**config.mk**
```make
export PLATFORM = sky130hd
export DESIGN_NAME = lstm_state_update
export DESIGN_NICKNAME = d
export VERILOG_FILES = /design/src/rtl/lstm_pkg.sv /design/src/rtl/fxp_mul_sat.sv /design/src/rtl/fxp_tanh.sv /design/src/rtl/lstm_state_update.sv
export SDC_FILE = /design/constraint.sdc
export NUM_CORES = 2
export LEC_CHECK = 0
export BUFFER_PORTS_ARGS = -buffer_cell sky130_fd_sc_hd__clkbuf_2
export CORE_ASPECT_RATIO = 1.4
export CORE_MARGIN = 10
export CORE_UTILIZATION = 55
export CTS_BUF_LIST = sky130_fd_sc_hd__clkbuf_2 sky130_fd_sc_hd__clkbuf_4 sky130_fd_sc_hd__clkbuf_8
export CTS_CLUSTER_SIZE = 10
export DETAILED_ROUTE_END_ITERATION = 16
export PLACE_DENSITY = 0.69
export SETUP_SLACK_MARGIN = 0.4
export SLEW_MARGIN = 20
export SYNTH_ARGS = -nofsm -noshare
export SYNTH_HDL_FRONTEND = slang
export SYNTH_SLANG_ARGS = --single-unit
```
**constraint.sdc**
```tcl
create_clock -name clk -period 51.5 [get_ports clk]
set_clock_uncertainty 0.2 [all_clocks]
set_input_delay 10.3 -clock clk [delete_from_list [all_inputs] [get_ports clk]]
set_output_delay 10.3 -clock clk [all_outputs]
set_load 0.03 [all_outputs]
```
**src/rtl/lstm_pkg.sv**
```systemverilog
// Shared constants and FSM encoding for the LSTM cell-state update stage.
// Fixed-point words are signed Q(WIDTH-FRAC).FRAC.
package lstm_pkg;

  localparam int WIDTH_DEF = 32;
  localparam int FRAC_DEF  = 24;

  localparam logic signed [31:0] SAT_MAX = 32'sh7FFF_FFFF;
  localparam logic signed [31:0] SAT_MIN = 32'sh8000_0000;
  localparam logic signed [31:0] ONE_FXP = 32'sh0100_0000;

  typedef enum logic [2:0] {
    S_IDLE  = 3'd0,
    S_MUL_F = 3'd1,
    S_MUL_I = 3'd2,
    S_ADD_C = 3'd3,
    S_MUL_O = 3'd4,
    S_DONE  = 3'd5
  } state_e;

endpackage

```
**src/rtl/fxp_mul_sat.sv**
```systemverilog
// Combinational signed fixed-point multiply: full product, floor shift
// by FRAC, then clamp to the WIDTH-bit signed range.
module fxp_mul_sat #(
  parameter int WIDTH = 32,
  parameter int FRAC  = 24
) (
  input  logic signed [WIDTH-1:0] a_i,
  input  logic signed [WIDTH-1:0] b_i,
  output logic signed [WIDTH-1:0] p_o
);

  localparam logic signed [WIDTH-1:0] MAXW =
    {1'b0, {(WIDTH-1){1'b1}}};
  localparam logic signed [WIDTH-1:0] MINW =
    {1'b1, {(WIDTH-1){1'b0}}};

  logic signed [2*WIDTH-1:0] prod;
  logic signed [2*WIDTH-1:0] shf;

  always_comb begin
    prod = (2*WIDTH)'(a_i) * (2*WIDTH)'(b_i);
    shf  = prod >>> FRAC;
    if (shf > (2*WIDTH)'(MAXW))
      p_o = MAXW;
    else if (shf < (2*WIDTH)'(MINW))
      p_o = MINW;
    else
      p_o = shf[WIDTH-1:0];
  end

endmodule

```
**src/rtl/fxp_tanh.sv**
```systemverilog
// Combinational tanh on Q.24 input: 16-segment linear interpolation
// over |x| in [0,4), odd symmetry, held at tanh(4) beyond.
module fxp_tanh
  import lstm_pkg::*;
#(
  parameter int WIDTH = 32
) (
  input  logic signed [WIDTH-1:0] x_i,
  output logic signed [WIDTH-1:0] y_o
);

  localparam int F = FRAC_DEF;

  function automatic logic [24:0] lut(input logic [4:0] k);
    logic [24:0] v;
    v = '0;
    case (k)
      5'd0:  v = 25'd0;
      5'd1:  v = 25'd4109053;
      5'd2:  v = 25'd7753039;
      5'd3:  v = 25'd10656031;
      5'd4:  v = 25'd12777430;
      5'd5:  v = 25'd14231838;
      5'd6:  v = 25'd15185868;
      5'd7:  v = 25'd15793661;
      5'd8:  v = 25'd16173699;
      5'd9:  v = 25'd16408555;
      5'd10: v = 25'd16552641;
      5'd11: v = 25'd16639892;
      5'd12: v = 25'd16694249;
      5'd13: v = 25'd16726845;
      5'd14: v = 25'd16746646;
      5'd15: v = 25'd16758668;
      default: v = 25'd16765964;
    endcase
    return v;
  endfunction

  logic             neg;
  logic [WIDTH:0]   ax;
  logic             big;
  logic [3:0]       k;
  logic [F-3:0]     fr;
  logic [24:0]      lo;
  logic [24:0]      hi;
  logic [24:0]      mag;
  logic [WIDTH-1:0] m;

  always_comb begin
    neg = x_i[WIDTH-1];
    ax  = neg ? -{x_i[WIDTH-1], x_i} : {x_i[WIDTH-1], x_i};
    big = |ax[WIDTH:F+2];
    k   = ax[F+1:F-2];
    fr  = ax[F-3:0];
    lo  = lut({1'b0, k});
    hi  = lut(5'({1'b0, k}) + 5'd1);
    // segment width is 0.25, so the fraction carries F-2 bits
    mag = big ? lut(5'd16)
              : lo + 25'((47'(hi - lo) * 47'(fr)) >> (F - 2));
    m   = WIDTH'(mag);
    y_o = neg ? (~m + 1'b1) : m;
  end

endmodule

```
**src/rtl/lstm_state_update.sv**
```systemverilog
// LSTM cell/hidden update: c = f*c_prev + i*g, h = o*tanh(c), using one
// shared saturating multiplier; c_prev is kept internally across samples.
module lstm_state_update
  import lstm_pkg::*;
#(
  parameter int WIDTH = WIDTH_DEF,
  parameter int FRAC  = FRAC_DEF
) (
  input  logic                    clk,
  input  logic                    rst,
  input  logic                    i_clr,
  input  logic                    i_valid,
  output logic                    o_ready,
  input  logic signed [WIDTH-1:0] i_f,
  input  logic signed [WIDTH-1:0] i_i,
  input  logic signed [WIDTH-1:0] i_g,
  input  logic signed [WIDTH-1:0] i_o,
  output logic                    o_valid,
  output logic signed [WIDTH-1:0] o_c,
  output logic signed [WIDTH-1:0] o_h
);

  localparam logic signed [WIDTH-1:0] MAXW =
    {1'b0, {(WIDTH-1){1'b1}}};
  localparam logic signed [WIDTH-1:0] MINW =
    {1'b1, {(WIDTH-1){1'b0}}};

  state_e state_q;
  logic signed [WIDTH-1:0] f_q, i_q, g_q, og_q;
  logic signed [WIDTH-1:0] p0_q, p1_q, c_q, h_q;
  logic                    clr_q, valid_q, ready_q;

  logic signed [WIDTH-1:0] mul_a, mul_b, mul_p;
  logic signed [WIDTH-1:0] tanh_c;
  logic signed [WIDTH:0]   sum;
  logic signed [WIDTH-1:0] c_d;

  fxp_mul_sat #(.WIDTH(WIDTH), .FRAC(FRAC)) u_mul (
    .a_i (mul_a),
    .b_i (mul_b),
    .p_o (mul_p)
  );

  fxp_tanh #(.WIDTH(WIDTH)) u_tanh (
    .x_i (c_q),
    .y_o (tanh_c)
  );

  // c_q doubles as c_prev; a pending clear masks it without touching o_c
  always_comb begin
    mul_a = '0;
    mul_b = '0;
    unique case (state_q)
      S_MUL_F: begin
        mul_a = f_q;
        mul_b = clr_q ? '0 : c_q;
      end
      S_MUL_I: begin
        mul_a = i_q;
        mul_b = g_q;
      end
      S_MUL_O: begin
        mul_a = og_q;
        mul_b = tanh_c;
      end
      default: ;
    endcase
  end

  always_comb begin
    sum = {p0_q[WIDTH-1], p0_q} + {p1_q[WIDTH-1], p1_q};
    if (sum[WIDTH] != sum[WIDTH-1])
      c_d = sum[WIDTH] ? MINW : MAXW;
    else
      c_d = sum[WIDTH-1:0];
  end

  always_ff @(posedge clk) begin
    if (rst) begin
      state_q <= S_IDLE;
      f_q     <= '0;
      i_q     <= '0;
      g_q     <= '0;
      og_q    <= '0;
      p0_q    <= '0;
      p1_q    <= '0;
      c_q     <= '0;
      h_q     <= '0;
      clr_q   <= 1'b0;
      valid_q <= 1'b0;
      ready_q <= 1'b1;
    end else begin
      unique case (state_q)
        S_IDLE: begin
          if (i_valid && ready_q) begin
            f_q     <= i_f;
            i_q     <= i_i;
            g_q     <= i_g;
            og_q    <= i_o;
            clr_q   <= i_clr;
            ready_q <= 1'b0;
            state_q <= S_MUL_F;
          end
        end
        S_MUL_F: begin
          p0_q    <= mul_p;
          state_q <= S_MUL_I;
        end
        S_MUL_I: begin
          p1_q    <= mul_p;
          state_q <= S_ADD_C;
        end
        S_ADD_C: begin
          c_q     <= c_d;
          clr_q   <= 1'b0;
          state_q <= S_MUL_O;
        end
        S_MUL_O: begin
          h_q     <= mul_p;
          valid_q <= 1'b1;
          state_q <= S_DONE;
        end
        S_DONE: begin
          valid_q <= 1'b0;
          ready_q <= 1'b1;
          state_q <= S_IDLE;
        end
        default: begin
          valid_q <= 1'b0;
          ready_q <= 1'b1;
          state_q <= S_IDLE;
        end
      endcase
    end
  end

  assign o_ready = ready_q;
  assign o_valid = valid_q;
  assign o_c     = c_q;
  assign o_h     = h_q;

endmodule
```
==> impl_metrics.py <==
metrics = {
    "outcome": {
        "outcome": "completed",
    },
    "clocking": {
        "clock_path_buffers": 3,
        "hold_buffers": 0,
        "insertion_delay_ns": 0.67,
        "cts.sinks": 262,
        "clk_pin_slew_worst_paths_ns": 0.06,
        "cts_resized": 0,
        "cts_made_buffers": 49,
        "htree_levels": 2,
        "root_buffer": "clkbuf_8",
        "cts_tree": "done",
        "postCtsSetupBuffers": 0,
    },
    "finish": {
        "nets": 10480,
        "final_common_cell": "fa_1",
        "drive_gt1_frac": 0.0776,
        "instances_no_fill": 10027,
        "area_growth_pct": 6.43,
        "fillers": 11625,
        "layout_common_cells": "fa_1, inv_1, nand2_1",
        "postLayoutCellArea_um2": 75400,
    },
    "timing": {
        "relSlewSlack": 0.125,
        "rsz0062_at_grt": "no",
        "setup_tns_ns": 0,
        "fin_crit_sh": 0.558,
        "tightestPinTransition_ns": 1.31,
        "setup-violations-final": 0,
        "slew_violations": 0,
        "worst_slack_ns": 22.79,
        "clock.fmax_ghz": 0.0348,
        "fin_crit_ns": 28.71,
        "hold_violations": 0,
    },
    "drt": {
        "wl_per_cell_um": 27.5,
        "drc": 0,
        "top_layer_used": "met5",
        "first_iter_violations": 5150,
        "viasPerCell": 5.97,
        "m1WireLength_mm": 88.8,
        "wl_met3_mm": 22.6,
        "totalWireLength_mm": 275,
        "ant_nets": 0,
        "first_pass_iters": 9,
        "vias": 59873,
        "wl_met2_mm": 134,
    },
    "synth": {
        "yosysSeqAreaShare": 0.0741,
        "syn_area_um2": 70800,
        "yosysUniqueCellTypes": 95,
        "synth_cells": 8291,
        "syn_area_per_cell_um2": 8.54,
        "ys_warn_count": 0,
        "synth_ff_type": "dfxtp_1",
        "synth_nets": 10451,
        "synth_edf_count": 0,
        "synth-seq-cells": 262,
        "async_reset_ff_frac": 0,
    },
    "setup_path": {
        "worstPathArrival_ns": 29.07,
        "crit_path_end_kind": "flop",
        "slowest_stage": "o41ai_4",
        "crit_top_cell": "fa_1",
        "crit_path_max_incr_delay_ns": 0.74,
        "cp-start-kind": "flop",
        "crit_type": "reg -> reg",
        "crit_required_ns": 51.85,
        "critPathMaxFanout": 33,
    },
    "grt": {
        "grt_use_total": 0.388,
        "grt_pass1_wl_mm": 409,
        "grt_pass1_vias": 64341,
        "grt_max_degree": 81,
        "antenna_found_initial": 28,
        "grt-ovfl-total": 0,
    },
    "placement": {
        "gp_congestion": 1.04,
        "port_buffers": 197,
        "post_dp_cell_area_um2": 74100,
        "placed_cells": 9917,
        "hpwl_mm": 223,
        "dp_slack_ns": 23.33,
    },
    "pwr": {
        "p_leak_nw": 38.0,
        "powerDensity_nw_per_um2": 20.7,
        "ir_worst_vdd_mv": 0.0284,
        "finalPower_mw": 1.56,
    },
    "die": {
        "dieHeight_um": 445,
        "fp.dieW_um": 323,
        "dieArea_um2": 144000,
        "num_rows": 155,
        "io_pins": 198,
        "start_util": 0.554,
        "core_um2": 128000,
    },
    "job": {
        "max_cap_viol_count": 0,
    },
    "min_path": {
        "hold_path.class": "reg -> reg",
    },
}
-- power by group --
part | internal (mW) | switching (mW) | leakage (nW)
Clock | 0.137 | 0.103 | 0.610
Sequential | 0.223 | 0.0205 | 2.13
Combinational | 0.325 | 0.748 | 35.3
-- metrics by stage --
stage | util | hold WS [ns]
6_report | 0.590 | 0.255
4_1_cts | 0.589 | 0.256
3_5_place_dp | 0.580 | 0.248
3_3_place_gp | 0.580 | 0.242
2_1_floorplan | - | 0.231
5_1_grt | 0.590 | 0.269
-- per-layer routing --
layer	vias to the layer above	track usage
met5	-	0
met4	8	0.337
met3	1214	0.0772
met2	3143	0.656
met1	30390	0.410
li1	25118	-
-- kinds of logic (layout without fill, tap and decap cells) --
group	after synthesis	after routing	synth area share
other	0	18	0
flip-flops	262	262	0.0741
adder cells (fa/ha/maj)	2031	2031	0.534
XOR/XNOR	222	222	0.0276
AO/OA/AOI/OAI	1020	1020	0.0927
AND/OR/NAND/NOR	2714	2714	0.161
multiplexers	5	5	0.000742
buffers and inverters	2037	2107	0.110
-- synthesized netlist by cell type, types with 20 or more instances --
cell,n,area [um^2]
a31oi_1,20,125
ha_1,371,4640
a21oi_1,366,1830
inv_1,1624,6100
nor2_1,807,3030
nand3_1,66,330
fa_1,1657,33200
nor2b_1,34,213
buf_2,29,145
clkbuf_1,364,1370
xor2_1,71,622
o21bai_1,22,165
o211ai_1,24,180
nand4_1,24,150
or2_2,30,188
nand2b_1,68,425
o21ai_0,154,771
o21a_1,36,270
or3_1,20,125
nor3_1,42,210
a22oi_1,52,390
a211oi_1,84,631
and2_1,82,513
dfxtp_1,262,5250
nand2_1,1446,5430
xnor2_1,150,1310
a21o_1,118,886
-- state kept, by name, summed over array words and instances, names as in the netlist --
name	count
clr_q	1
f_q	32
g_q	32
i_q	32
o_c	32
o_h	32
o_ready	1
o_valid	1
og_q	32
p0_q	32
p1_q	32
state_q	3
-- worst max-delay path, delay by kind of cell (launching register included) --
kind / cells / cell delay, ns
flops: 1 / 0.43
compound gates: 31 / 9.62
fa+ha+maj: 22 / 10.04
xor+xnor: 4 / 0.98
simple gates: 20 / 5.32
buf+inv: 10 / 1.92
-- cell type report --
type,instances,area [um^2],share of cell area
Multi-Input combinational cell,5992,58300,0.774
Inverter,1625,6100,0.0809
Sequential cell,262,5250,0.0696
Timing Repair Buffer,390,2440,0.0324
Tap cell,1648,2060,0.0274
Clock buffer,74,975,0.0129
Clock inverter,18,195,0.00259
Antenna cell,18,45.0,0.000598
-- path summary, 6_finish.rpt --
kind	slack, ns	from	end	cells past startpoint
max	22.79	o_c[14]	p1_q[17]	87
min reg2reg	0.26	i_q[17]	i_q[17]	2
max reg2reg	22.79	o_c[14]	p1_q[17]	87
min	0.26	i_q[17]	i_q[17]	2
(Power assumes the default switching activity.)
